## src/rtl/ccff_loader_pkg.sv

```systemverilog
`default_nettype none
// ============================================================================
// Package  : ccff_loader_pkg
// Brief    : Shared types and constants for the ccff chain loader: FSM state
//            encoding, default integrity marker and a sizing helper.
// Revision : 1.0 - initial release
// ============================================================================
package ccff_loader_pkg;

  // Loader FSM states, explicitly 2 bits wide
  typedef enum logic [1:0] {
    ST_IDLE = 2'd0,
    ST_MARK = 2'd1,
    ST_LOAD = 2'd2,
    ST_DONE = 2'd3
  } state_e;

  // Integrity pattern pushed ahead of the payload; it must reappear at the
  // chain tail exactly CHAIN_LEN shifts later.
  localparam logic [7:0] MARKER_DEFAULT = 8'hA5;
  localparam int         MARKER_BITS    = 8;

  // Number of words needed to cover a given bit count
  function automatic int ceil_div(input int num, input int den);
    return (num + den - 1) / den;
  endfunction

endpackage
`default_nettype wire

```

## src/rtl/ccff_word_serializer.sv

```systemverilog
`default_nettype none
// ============================================================================
// Module   : ccff_word_serializer
// Brief    : Single-word buffer that turns bitstream words into a serial bit
//            stream, LSB first. Tracks how many words of the current load
//            have been accepted and trims the final word to the bits that
//            actually belong to the chain.
// Revision : 1.0 - initial release
// ============================================================================
module ccff_word_serializer
  import ccff_loader_pkg::*;
#(
  parameter int CHAIN_LEN = 36,
  parameter int WORD_W    = 8
) (
  input  logic              prog_clk,
  input  logic              prog_reset_n,
  input  logic              clear,       // start of a new load
  input  logic              load_en,     // loader is in its payload phase
  input  logic              shift,       // current bit_out is consumed this cycle
  input  logic [WORD_W-1:0] word_in,
  input  logic              word_valid,
  output logic              word_ready,
  output logic              bit_avail,
  output logic              bit_out
);

  localparam int NUM_WORDS = ceil_div(CHAIN_LEN, WORD_W);
  localparam int LAST_BITS = CHAIN_LEN - (NUM_WORDS - 1) * WORD_W;
  localparam int BC_W      = $clog2(WORD_W + 1);
  localparam int WC_W      = $clog2(NUM_WORDS + 1);

  localparam logic [BC_W-1:0] FULL_CNT  = BC_W'(WORD_W);
  localparam logic [BC_W-1:0] LAST_CNT  = BC_W'(LAST_BITS);
  localparam logic [BC_W-1:0] ONE_BIT   = BC_W'(1);
  localparam logic [WC_W-1:0] LAST_WORD = WC_W'(NUM_WORDS - 1);
  localparam logic [WC_W-1:0] ALL_WORDS = WC_W'(NUM_WORDS);
  localparam logic [WC_W-1:0] ONE_WORD  = WC_W'(1);

  logic [WORD_W-1:0] buf_q,   buf_d;
  logic [BC_W-1:0]   bits_q,  bits_d;   // valid bits still held in buf_q
  logic [WC_W-1:0]   words_q, words_d;  // words accepted during this load

  logic last_bit_going;
  logic words_left;
  logic ready_w;
  logic take;

  // Buffer, bit count and word count update; a new word may land in the
  // same cycle the previous word's last bit leaves, giving zero bubbles.
  always_comb begin
    last_bit_going = shift && (bits_q == ONE_BIT);
    words_left     = (words_q != ALL_WORDS);
    ready_w        = load_en && words_left && ((bits_q == '0) || last_bit_going);
    take           = ready_w && word_valid;

    buf_d   = buf_q;
    bits_d  = bits_q;
    words_d = words_q;

    if (shift) begin
      buf_d  = buf_q >> 1;
      bits_d = bits_q - ONE_BIT;
    end

    // The final word only contributes LAST_BITS; its upper bits stay in
    // the buffer but the count runs out before they can be shifted.
    if (take) begin
      buf_d   = word_in;
      bits_d  = (words_q == LAST_WORD) ? LAST_CNT : FULL_CNT;
      words_d = words_q + ONE_WORD;
    end

    if (clear) begin
      buf_d   = '0;
      bits_d  = '0;
      words_d = '0;
    end
  end

  // Buffer state registers
  always_ff @(posedge prog_clk or negedge prog_reset_n) begin
    if (!prog_reset_n) begin
      buf_q   <= '0;
      bits_q  <= '0;
      words_q <= '0;
    end else begin
      buf_q   <= buf_d;
      bits_q  <= bits_d;
      words_q <= words_d;
    end
  end

  assign word_ready = ready_w;
  assign bit_avail  = (bits_q != '0);
  assign bit_out    = buf_q[0];

endmodule
`default_nettype wire

```

## src/rtl/ccff_loader.sv

```systemverilog
`default_nettype none
// ============================================================================
// Module   : ccff_loader
// Brief    : Loads a configuration flop chain through a gated prog_clk.
//            Shifts an 8-bit marker, then CHAIN_LEN payload bits taken from
//            a word stream, and checks that the marker emerges intact at the
//            chain tail during the final 8 shifts.
// Revision : 1.0 - initial release
// ============================================================================
module ccff_loader
  import ccff_loader_pkg::*;
#(
  parameter int         CHAIN_LEN = 36,
  parameter int         WORD_W    = 8,
  parameter logic [7:0] MARKER    = MARKER_DEFAULT
) (
  input  logic              prog_clk,
  input  logic              prog_reset_n,
  input  logic              start,
  input  logic [WORD_W-1:0] word_in,
  input  logic              word_valid,
  output logic              word_ready,
  output logic              ccff_head,
  output logic              chain_clk_en,
  input  logic              ccff_tail,
  output logic              busy,
  output logic              done,
  output logic              error
);

  localparam int CNT_W = $clog2(CHAIN_LEN + MARKER_BITS);

  // Shift index k runs over marker and payload shifts of one load
  localparam logic [CNT_W-1:0] MARK_LAST_K   = CNT_W'(MARKER_BITS - 1);
  localparam logic [CNT_W-1:0] CHECK_FIRST_K = CNT_W'(CHAIN_LEN);
  localparam logic [CNT_W-1:0] LAST_K        = CNT_W'(CHAIN_LEN + MARKER_BITS - 1);
  localparam logic [CNT_W-1:0] ONE_K         = CNT_W'(1);

  state_e           state_q,     state_d;
  logic [CNT_W-1:0] shift_cnt_q, shift_cnt_d;
  logic             head_q,      head_d;
  logic             error_q,     error_d;
  logic             done_q,      done_d;

  logic       ser_clear;
  logic       ser_load_en;
  logic       ser_shift;
  logic       ser_avail;
  logic       ser_bit;
  logic [2:0] check_off;
  logic       tail_bad;

  ccff_word_serializer #(
    .CHAIN_LEN (CHAIN_LEN),
    .WORD_W    (WORD_W)
  ) u_serializer (
    .prog_clk     (prog_clk),
    .prog_reset_n (prog_reset_n),
    .clear        (ser_clear),
    .load_en      (ser_load_en),
    .shift        (ser_shift),
    .word_in      (word_in),
    .word_valid   (word_valid),
    .word_ready   (word_ready),
    .bit_avail    (ser_avail),
    .bit_out      (ser_bit)
  );

  // Marker bit expected at the tail: shift k returns marker bit k-CHAIN_LEN
  assign check_off = 3'(shift_cnt_q - CHECK_FIRST_K);
  assign tail_bad  = chain_clk_en && (shift_cnt_q >= CHECK_FIRST_K) &&
                     (ccff_tail != MARKER[check_off]);

  // State register and loader datapath flops
  always_ff @(posedge prog_clk or negedge prog_reset_n) begin
    if (!prog_reset_n) begin
      state_q     <= ST_IDLE;
      shift_cnt_q <= '0;
      head_q      <= 1'b0;
      error_q     <= 1'b0;
      done_q      <= 1'b0;
    end else begin
      state_q     <= state_d;
      shift_cnt_q <= shift_cnt_d;
      head_q      <= head_d;
      error_q     <= error_d;
      done_q      <= done_d;
    end
  end

  // Next-state: sequencing, shift counting and the sticky integrity flag
  always_comb begin
    state_d     = state_q;
    shift_cnt_d = shift_cnt_q;
    head_d      = head_q;
    error_d     = error_q;
    done_d      = done_q;
    ser_clear   = 1'b0;

    // The count saturates at the last shift so it never wraps in a load
    if (chain_clk_en) begin
      head_d = ccff_head;
      if (shift_cnt_q != LAST_K) begin
        shift_cnt_d = shift_cnt_q + ONE_K;
      end
    end

    if (tail_bad) begin
      error_d = 1'b1;
    end

    case (state_q)
      ST_IDLE: begin
        if (start) begin
          state_d     = ST_MARK;
          shift_cnt_d = '0;
          error_d     = 1'b0;
          done_d      = 1'b0;
          ser_clear   = 1'b1;
        end
      end
      ST_MARK: begin
        if (shift_cnt_q == MARK_LAST_K) begin
          state_d = ST_LOAD;
        end
      end
      ST_LOAD: begin
        if (chain_clk_en && (shift_cnt_q == LAST_K)) begin
          state_d = ST_DONE;
          done_d  = 1'b1;
        end
      end
      ST_DONE: begin
        state_d = ST_IDLE;
      end
      default: begin
        state_d = ST_IDLE;
      end
    endcase
  end

  // Outputs: chain enable and head data; head holds its last value on stalls
  always_comb begin
    chain_clk_en = 1'b0;
    ccff_head    = head_q;
    busy         = 1'b0;
    ser_load_en  = 1'b0;
    ser_shift    = 1'b0;

    case (state_q)
      ST_MARK: begin
        busy         = 1'b1;
        chain_clk_en = 1'b1;
        ccff_head    = MARKER[shift_cnt_q[2:0]];
      end
      ST_LOAD: begin
        busy        = 1'b1;
        ser_load_en = 1'b1;
        if (ser_avail) begin
          chain_clk_en = 1'b1;
          ccff_head    = ser_bit;
          ser_shift    = 1'b1;
        end
      end
      default: begin
      end
    endcase
  end

  assign done  = done_q;
  assign error = error_q;

endmodule
`default_nettype wire

```

## config.mk

```make
export PLATFORM = sky130hd
export DESIGN_NAME = ccff_loader
export DESIGN_NICKNAME = d
export VERILOG_FILES = /design/src/rtl/ccff_loader_pkg.sv /design/src/rtl/ccff_word_serializer.sv /design/src/rtl/ccff_loader.sv
export SDC_FILE = /design/constraint.sdc
export NUM_CORES = 1
export LEC_CHECK = 0
export ABC_CLOCK_PERIOD_IN_PS = 4950
export BUFFER_PORTS_ARGS = -buffer_cell sky130_fd_sc_hd__buf_2
export CORE_UTILIZATION = 35
export CTS_CLUSTER_SIZE = 12
export DETAILED_ROUTE_END_ITERATION = 10
export HOLD_SLACK_MARGIN = 0.08
export SYNTH_ARGS = -nofsm -noshare
export SYNTH_HDL_FRONTEND = slang
export SYNTH_SLANG_ARGS = --single-unit
export TNS_END_PERCENT = 5
```

## constraint.sdc

```tcl
create_clock -name prog_clk -period 4.95 [get_ports prog_clk]
set_input_delay 0.99 -clock prog_clk [delete_from_list [all_inputs] [get_ports prog_clk]]
set_output_delay 0.99 -clock prog_clk [all_outputs]
set_load 0.05 [all_outputs]
```

==> results of run 1 <==
==> layout make-up <==
type                       count  area, µm²  area share
inverter                      12       45.0      0.0258
timing repair buffer          18       90.1      0.0517
tap                           50       62.6      0.0359
sequential                    26        651       0.373
clock inverter                 1       30.0      0.0172
multi-input combinational    123        823       0.472
clock buffer                   3       41.3      0.0237
==> worst reg2reg max path, cell delays in order, from the launching register on <==
cell and delay [ps]:
dfrtp_1 410, inv_1 130, ha_1 570, o2111ai_1 750, or3_1 570, a21oi_1 150
==> power groups by stage <==
stage,logic (mW),clock network [mW],registers (mW)
2_1_floorplan,0.479,0,0.323
3_3_place_gp,0.562,0,0.336
3_5_place_dp,0.578,0,0.338
4_1_cts,0.582,0.182,0.334
5_1_grt,0.650,0.191,0.345
6_report,0.582,0.178,0.333
==> cell usage in the layout, fill, tap and decap left out, types with 2 or more instances in the layout <==
cell type  instances
o2111a_1           2
xor2_1             2
mux2i_1            6
a21oi_1           22
nand2b_1           2
o21ai_0           13
xnor2_1            4
buf_2             18
nand2_1           11
nor2_1             9
nand3_1            9
ha_1              11
inv_1             10
clkbuf_8           3
dfrtp_1           26
nor3_1             3
a31oi_1            5
inv_2              2
or3_1              2
==> stage by stage <==
| step | cells | power, mW | cell area (µm²) | hold slack [ps] |
|---|---|---|---|---|
| 5_1_grt | 233 | 1.19 | 1740 | 577 |
| 4_1_cts | 233 | 1.10 | 1740 | 541 |
| 6_report | 233 | 1.09 | 1740 | 535 |
| 2_1_floorplan | 167 | 0.802 | 1540 | 491 |
| 3_3_place_gp | 229 | 0.898 | 1670 | 484 |
| 3_5_place_dp | 229 | 0.916 | 1670 | 520 |
==> sequential cells by signal (all words and copies together) (netlist names) <==
register,flops
head_q,1
u_serializer.buf_q,8
u_serializer.words_q,3
shift_cnt_q,6
state_q,2
u_serializer.bits_q,4
done,1
error,1
==> metal layers <==
metal | global-route usage | part of all wire
met3 | 0.0283 | 0.030
met2 | 0.240 | 0.47
met4 | 0.0859 | 0.021
met1 | 0.212 | 0.48
met5 | 0 | 0
==> how the worst min path moves through the flow <==
stage,from,to,slack (ps)
4_1_cts,u_serializer.buf_q[7],u_serializer.buf_q[7],540
6_report,error,error,540
3_5_place_dp,error,error,520
3_3_place_gp,error,error,480
5_1_grt,u_serializer.buf_q[7],u_serializer.buf_q[7],580
2_1_floorplan,state_q[1],state_q[1],490
==> logic make-up after synthesis <==
logic type	Yosys count
simple gates	45
mux	6
buf+inv	18
xor+xnor	6
fa+ha+maj	11
flops	26
compound gates	55
==> results by group, run 1 <==
Status
  • Status: complete, no violations

Critical path
  • Buffers and inverters on the worst path: 3
  • Crit path max-delay cell type: ha_1
  • Critical Path Sink: chain_clk_en
  • Req. time, crit path: 3960 ps
  • Crit path depth: 6
  • Worst r2r src: state_q[0]
  • Flop2flop setup slack: 2300 ps
  • Crit path max fanout: 19
  • Worst Setup Start Kind: flip-flop
  • Reg2Reg Depth: 5
  • Worst path top cell family by delay: buffers and inverters
  • Crit-path cells: inv_1 > ha_1 > o21ai_1 > or2_1 > inv_2 > buf_2
  • R2r endpoint: u_serializer.words_q[2]
  • WP data arrival: ~2300 ps
  • CP Class: reg2out
  • CP endpoint kind: output pin
  • Setup crit start: state_q[0]
  • Slowest stage delay, CP: around 570 ps

Clock tree
  • Inserted Clock Buffers: 3
  • CTS root buf: clkbuf_8
  • CTS tree: done
  • CTS sink count: 26
  • Clock buffer depth: 2
  • Post-CTS Setup Inserts: 0
  • Clock transition at the registers of the reported paths: 90 ps
  • Htree depth: 1
  • Worst-Skew Late Latency: 270 ps
  • CTS resizes: 0
  • Cts hold-fix bufs: 0

Logic synthesis
  • Mux share of post-synthesis cell area: 0.0389
  • Netlist cell types: between 40 and 50
  • Largest family of logic cells by synthesized area: compound AO/OA/AOI/OAI gates
  • Synth top area share: 0.421
  • Syn avg cell area: roughly 9.2 µm²
  • Synth Instances: between 150 and 200
  • Synthesized flop and latch total: 26
  • Number of synthesized flops with an enable pin: 0
  • Synth Area in Compound Gates: 0.223
  • XOR/XNOR Fraction of Synth Area: 0.0340
  • Yosys warnings: 0
  • Largest cells by area after synthesis: dfrtp_1 42%, ha_1 8.9%, a21oi_1 7.1%
  • Mapped Area: about 1500 µm²
  • Ys flop type: dfrtp_1
  • Leading area contributor after synthesis: dfrtp_1
  • Most frequent cell after synthesis: dfrtp_1
  • Most frequent cells after synthesis: 26 x dfrtp_1, 22 x a21oi_1, 13 x o21ai_0, 11 x ha_1, 11 x nand2_1
  • Simple-gate area share of the yosys netlist: 0.148
  • Asr flop ratio synth: 1.00
  • Synth Area in Adders: 0.0891
  • Synthesized net count: roughly 190
  • Post-synthesis sequential area ratio: 0.421

Final layout
  • Nets: 208
  • Core Util, Final: 0.424
  • N_diodes: 0
  • Fill count: 414
  • Synthesis-to-finish area growth: 12.9%
  • Layout cells sized above 1: 0.158

Pwr
  • Clock power frac: 0.163
  • Int Power: between 500 and 600 µW
  • Sequential power share: 0.305
  • Combinational share of power: 0.532
  • P_sw: 507 µW
  • Power per cell area: 627 nW/µm²
  • Leakage: 0.808 nW
  • Net Sw Frac: 0.464
  • Worst VDD drop: 192 µV

Floorplan
  • Initial core utilization: 0.375
  • Ports: 19
  • FP Rows: 23
  • Core Region: 4120 µm²
  • Die area: 4680 µm²
  • Die width: roughly 68 µm
  • Die H: 68.4 µm

STA
  • Finish-stage setup viols: 0
  • Slew Viols, Final: 0
  • TNS Setup: 0 ps
  • Min cycle time layout: 3310 ps
  • Skew final: around 3.9 ps
  • Final period utilization: 0.670
  • Max frequency: approximately 300 MHz
  • Worst slew margin: 0.166
  • Slew @ Worst Pin: ~1200 ps
  • RSZ-0062 raised after global routing: no
  • Final hold viol count: 0
  • Worst Setup Slack, final: 1640 ps

Placement
  • Number of port buffers: 18
  • Pre-CTS setup slack: between 1500 and 2000 ps
  • HPWL Detailed: between 2000 and 2500 µm
  • Placer Congestion: slightly below 0.9

Drt
  • DR DRC count: 0
  • Wire length per cell: 13.8 µm
  • Post-DR vias/cell: roughly 5.4
  • Starting DRT DRC Count: approximately 130
  • Routed vias: between 1,000 and 1,500
  • Post-Route WL: between 3000 and 4000 µm
  • Antenna Nets Post-Route: 0
  • DRT Pass-1 Iters: 4

Global routing
  • Initial antenna violation count: 0
  • Number of global-route vias before repair: ~1,300
  • GRT Residual Overflow: 0
  • First-pass GRT wire length: roughly 5600 µm
  • Pin count of the biggest net entering global routing: 27
  • Overall Global Routing Usage: 0.158

Worst hold path
  • Hold Crit Class: reg2reg
  • Hold-critical path depth: 2

Job
  • Max_cap viols: 0
(Power assumes the default switching activity.)
==> run 2, diff against run 1 <==
--- a/config.mk
+++ b/config.mk
@@ -5,7 +5,8 @@
 export SDC_FILE = /design/constraint.sdc
 export NUM_CORES = 1
 export LEC_CHECK = 0
-export ABC_CLOCK_PERIOD_IN_PS = 4950
+export ABC_AREA = 1
+export ABC_CLOCK_PERIOD_IN_PS = 2700
 export BUFFER_PORTS_ARGS = -buffer_cell sky130_fd_sc_hd__buf_2
 export CORE_UTILIZATION = 35
 export CTS_CLUSTER_SIZE = 12
==> constraint.sdc (replaced) <==
create_clock -name prog_clk -period 2.7 [get_ports prog_clk]
set_input_delay 0.54 -clock prog_clk [delete_from_list [all_inputs] [get_ports prog_clk]]
set_output_delay 0.54 -clock prog_clk [all_outputs]
set_load 0.05 [all_outputs]
==> run 2 against run 1 <==
  * Clock skew is essentially flat
  * Clock power grew 23%
  * Die area grew 8.0%
  * Via count grew 2.4%
  * Clock-buffer cell count is the same
  * Register-to-register slack lost 1600 ps
  * Combinational power grew 110%
  * Critical endpoint unchanged
==> results by group, run 2 <==
STA
  • Worst Setup Slack, final: 299 ps (-1340 ps)
  • Max frequency: ~420 MHz
  • Min cycle time layout: ~2400 ps
  • Worst slew margin: 0.599 (+0.433)
  • Slew @ Worst Pin: 602 ps (-648 ps)
  • Finish-stage setup viols: 0 (unchanged)
  • Slew Viols, Final: 0 (unchanged)
  • WHS: 270 ps (-265 ps)
  • Final hold viol count: 0 (unchanged)
  • Final period utilization: 0.889
  • Skew final: 3.49 ps (-0.365 ps)
  • TNS Setup: 0 ps (unchanged)
  • RSZ-0062 raised after global routing: no

Pwr
  • Total power: 2.05 mW (+88%)
  • Power per cell area: 1120 nW/µm² (+79%)
  • Worst VDD drop: 816 µV (+320%)
  • Leakage: 0.978 nW (+21%)

Placement
  • Pre-CTS setup slack: 607 ps (-1380 ps)
  • Placer Congestion: 0.878 (-1.3%)
  • DP Area: 1790 µm² (+7.2%)
  • Number of port buffers: 18 (unchanged)
  • Placed insts: 282 (+23%)
  • HPWL Detailed: 2290 µm (-3.7%)

Critical path
  • Setup crit start: state_q[0]
  • Req. time, crit path: 2160 ps (-1800 ps)
  • R2r endpoint: u_serializer.bits_q[2]
  • CP endpoint kind: output pin
  • Reg2Reg Depth: 10 (+5)
  • Crit path max fanout: 7 (-12)
  • Worst r2r src: state_q[0]
  • WP data arrival: 1860 ps (-460 ps)
  • CP Class: reg2out
  • Flop2flop setup slack: 740 ps (-1560 ps)
  • Worst Setup Start Kind: flip-flop
  • Critical Path Sink: chain_clk_en

Logic synthesis
  • Syn avg cell area: 7.74 µm² (-16%)
  • Post-synthesis sequential area ratio: 0.389 (-0.0322)
  • Yosys warnings: 0 (unchanged)
  • Netlist cell types: 27 (-36%)
  • Ys flop type: dfrtp_1
  • Synthesized flop and latch total: 26 (unchanged)
  • Synth Instances: 216 (+29%)
  • Largest cells by area after synthesis: dfrtp_1 39%, nand2_1 19%, ha_1 8.2%
  • Most frequent cell after synthesis: nand2_1
  • Synthesized net count: 240 (+26%)
  • Most frequent cells after synthesis: 84 x nand2_1, 26 x dfrtp_1, 20 x inv_1, 15 x nand3_1, 12 x nor2_1
  • Asr flop ratio synth: 1.00 (unchanged)
  • Leading area contributor after synthesis: dfrtp_1
  • Synth top area share: 0.389 (-0.0322)
  • Number of synthesized flops with an enable pin: 0 (unchanged)
  • Mapped Area: 1670 µm² (+8.3%)

Final layout
  • Area occupied by multi-input gates: 898 µm² (+9.1%)
  • Core Util, Final: 0.410 (-0.0139)
  • Reg with most FFs: u_serializer.buf_q
  • Layout cells sized above 1: 0.172 (+0.0132)
  • Most frequent cells in the layout: 84 x nand2_1, 26 x dfrtp_1, 20 x inv_1
  • Max FFs per register: 8 (unchanged)
  • Commonest non-fill, non-tap cell in the layout: nand2_1
  • Largest registers: u_serializer.buf_q (8), shift_cnt_q (6), u_serializer.bits_q (4)
  • N_diodes: 0 (unchanged)
  • Post-route cell area: 1830 µm² (+5.2%)
  • Fill count: 456 (+10%)
  • Nets: 259 (+25%)
  • Synthesis-to-finish area growth: 9.66%
  • Register area: 651 µm² (unchanged)
  • Layout Cells excl Fill: 285 (+22%)

Drt
  • DR DRC count: 0 (unchanged)
  • DRT Pass-1 Iters: 4 (unchanged)
  • Routed vias: 1,297 (+2.4%)
  • Antenna Nets Post-Route: 0 (unchanged)
  • Post-Route WL: 3150 µm (-2.1%)
  • Wire length per cell: 11.1 µm (-20%)
  • Starting DRT DRC Count: 43 (-67%)
  • Post-DR vias/cell: 4.55 (-16%)

Global routing
  • First-pass GRT wire length: 5720 µm (+3.0%)
  • Initial antenna violation count: 0 (unchanged)
  • Pin count of the biggest net entering global routing: 27 (unchanged)
  • Overall Global Routing Usage: 0.142 (-0.0160)
  • Number of global-route vias before repair: 1,303 (+3.4%)
  • GRT Residual Overflow: 0 (unchanged)

Clock tree
  • Inserted Clock Buffers: 3 (unchanged)
  • CTS resizes: 0 (unchanged)
  • Clock transition at the registers of the reported paths: 90 ps (about the same)
  • CTS tree: done
  • Post-CTS Setup Inserts: 0 (unchanged)
  • CTS sink count: 26 (unchanged)
  • Clock buffer depth: 2 (unchanged)
  • Worst-Skew Late Latency: 270 ps (about the same)
  • Cts hold-fix bufs: 0 (unchanged)
  • Htree depth: 1 (unchanged)
  • CTS root buf: clkbuf_8

Floorplan
  • Core Region: 4470 µm² (+8.7%)
  • Die width: 71.1 µm (+3.9%)
  • Die area: 5060 µm² (+8.0%)
  • Initial core utilization: 0.374 (-0.00159)
  • Ports: 19 (unchanged)
  • Die H: 71.1 µm (+3.9%)
  • FP Rows: 24 (+4.3%)

Status
  • Status: complete, no violations

Job
  • Max_cap viols: 0 (unchanged)

Worst hold path
  • Hold Crit Class: in2async
run 2: changes by cell type after synthesis, moves of 3 or more:
cell	previous run	this run
nand2_4	0	4
mux2i_1	6	0
a31oi_1	5	0
nand2_1	11	84
o21ai_0	13	5
inv_1	10	20
nand4_1	1	4
nand3_1	9	15
a21oi_1	22	7
nor2_1	9	12
nor3_1	3	0
clkbuf_1	4	0
run 2: kinds of logic (layout without fill, tap and decap cells):
family                     Yosys count  after routing  synth area share
AOI/OAI and AO/OA                   16             16            0.0651
xor gates and xnor gates             7              7            0.0367
adders and majority gates           11             11            0.0823
buffers and inverters               27             44            0.0733
DFF                                 26             26             0.389
and+or+nand+nor                    129            129             0.353
run 2: where the power goes:
| part | switching [mW] | total [mW] | internal, mW |
|---|---|---|---|
| combinational | 0.847 | 1.23 | 0.380 |
| sequential | 0.0984 | 0.609 | 0.511 |
| clock | 0.119 | 0.219 | 0.100 |
| total | 1.06 | 2.05 | 0.990 |
run 2: layer usage:
layer,share of wire,vias up,GRT usage
li1,-,705,-
met1,0.52,569,0.193
met2,0.44,19,0.234
met3,0.033,4,0.0228
met4,0.012,0,0.0467
met5,0,-,0
run 2: worst min path at each step:
stage,startpoint,slack [ps],to,depth (start not counted)
floorplan,prog_reset_n,240,done,0
global placement,u_serializer.buf_q[2],450,u_serializer.buf_q[2],2
detailed placement,u_serializer.buf_q[1],460,u_serializer.buf_q[1],2
CTS,prog_reset_n,290,u_serializer.words_q[1],1
global route,prog_reset_n,320,u_serializer.words_q[0],1
finish,prog_reset_n,270,u_serializer.words_q[2],1
run 2: final cells by class:
cell class | count | area share
Clock buffer | 3 | 0.0225
Inverter | 23 | 0.0478
Multi-Input combinational cell | 163 | 0.490
Sequential cell | 26 | 0.355
Tap cell | 52 | 0.0355
Timing Repair Buffer | 18 | 0.0491
run 2: worst max-delay path, cell delays in order, from the launching register on:
cell	delay [ps]
dfrtp_1	400
inv_1	110
ha_1	410
nand2_4	140
nand2_4	100
nand2_4	70
clkinv_2	100
buf_2	270
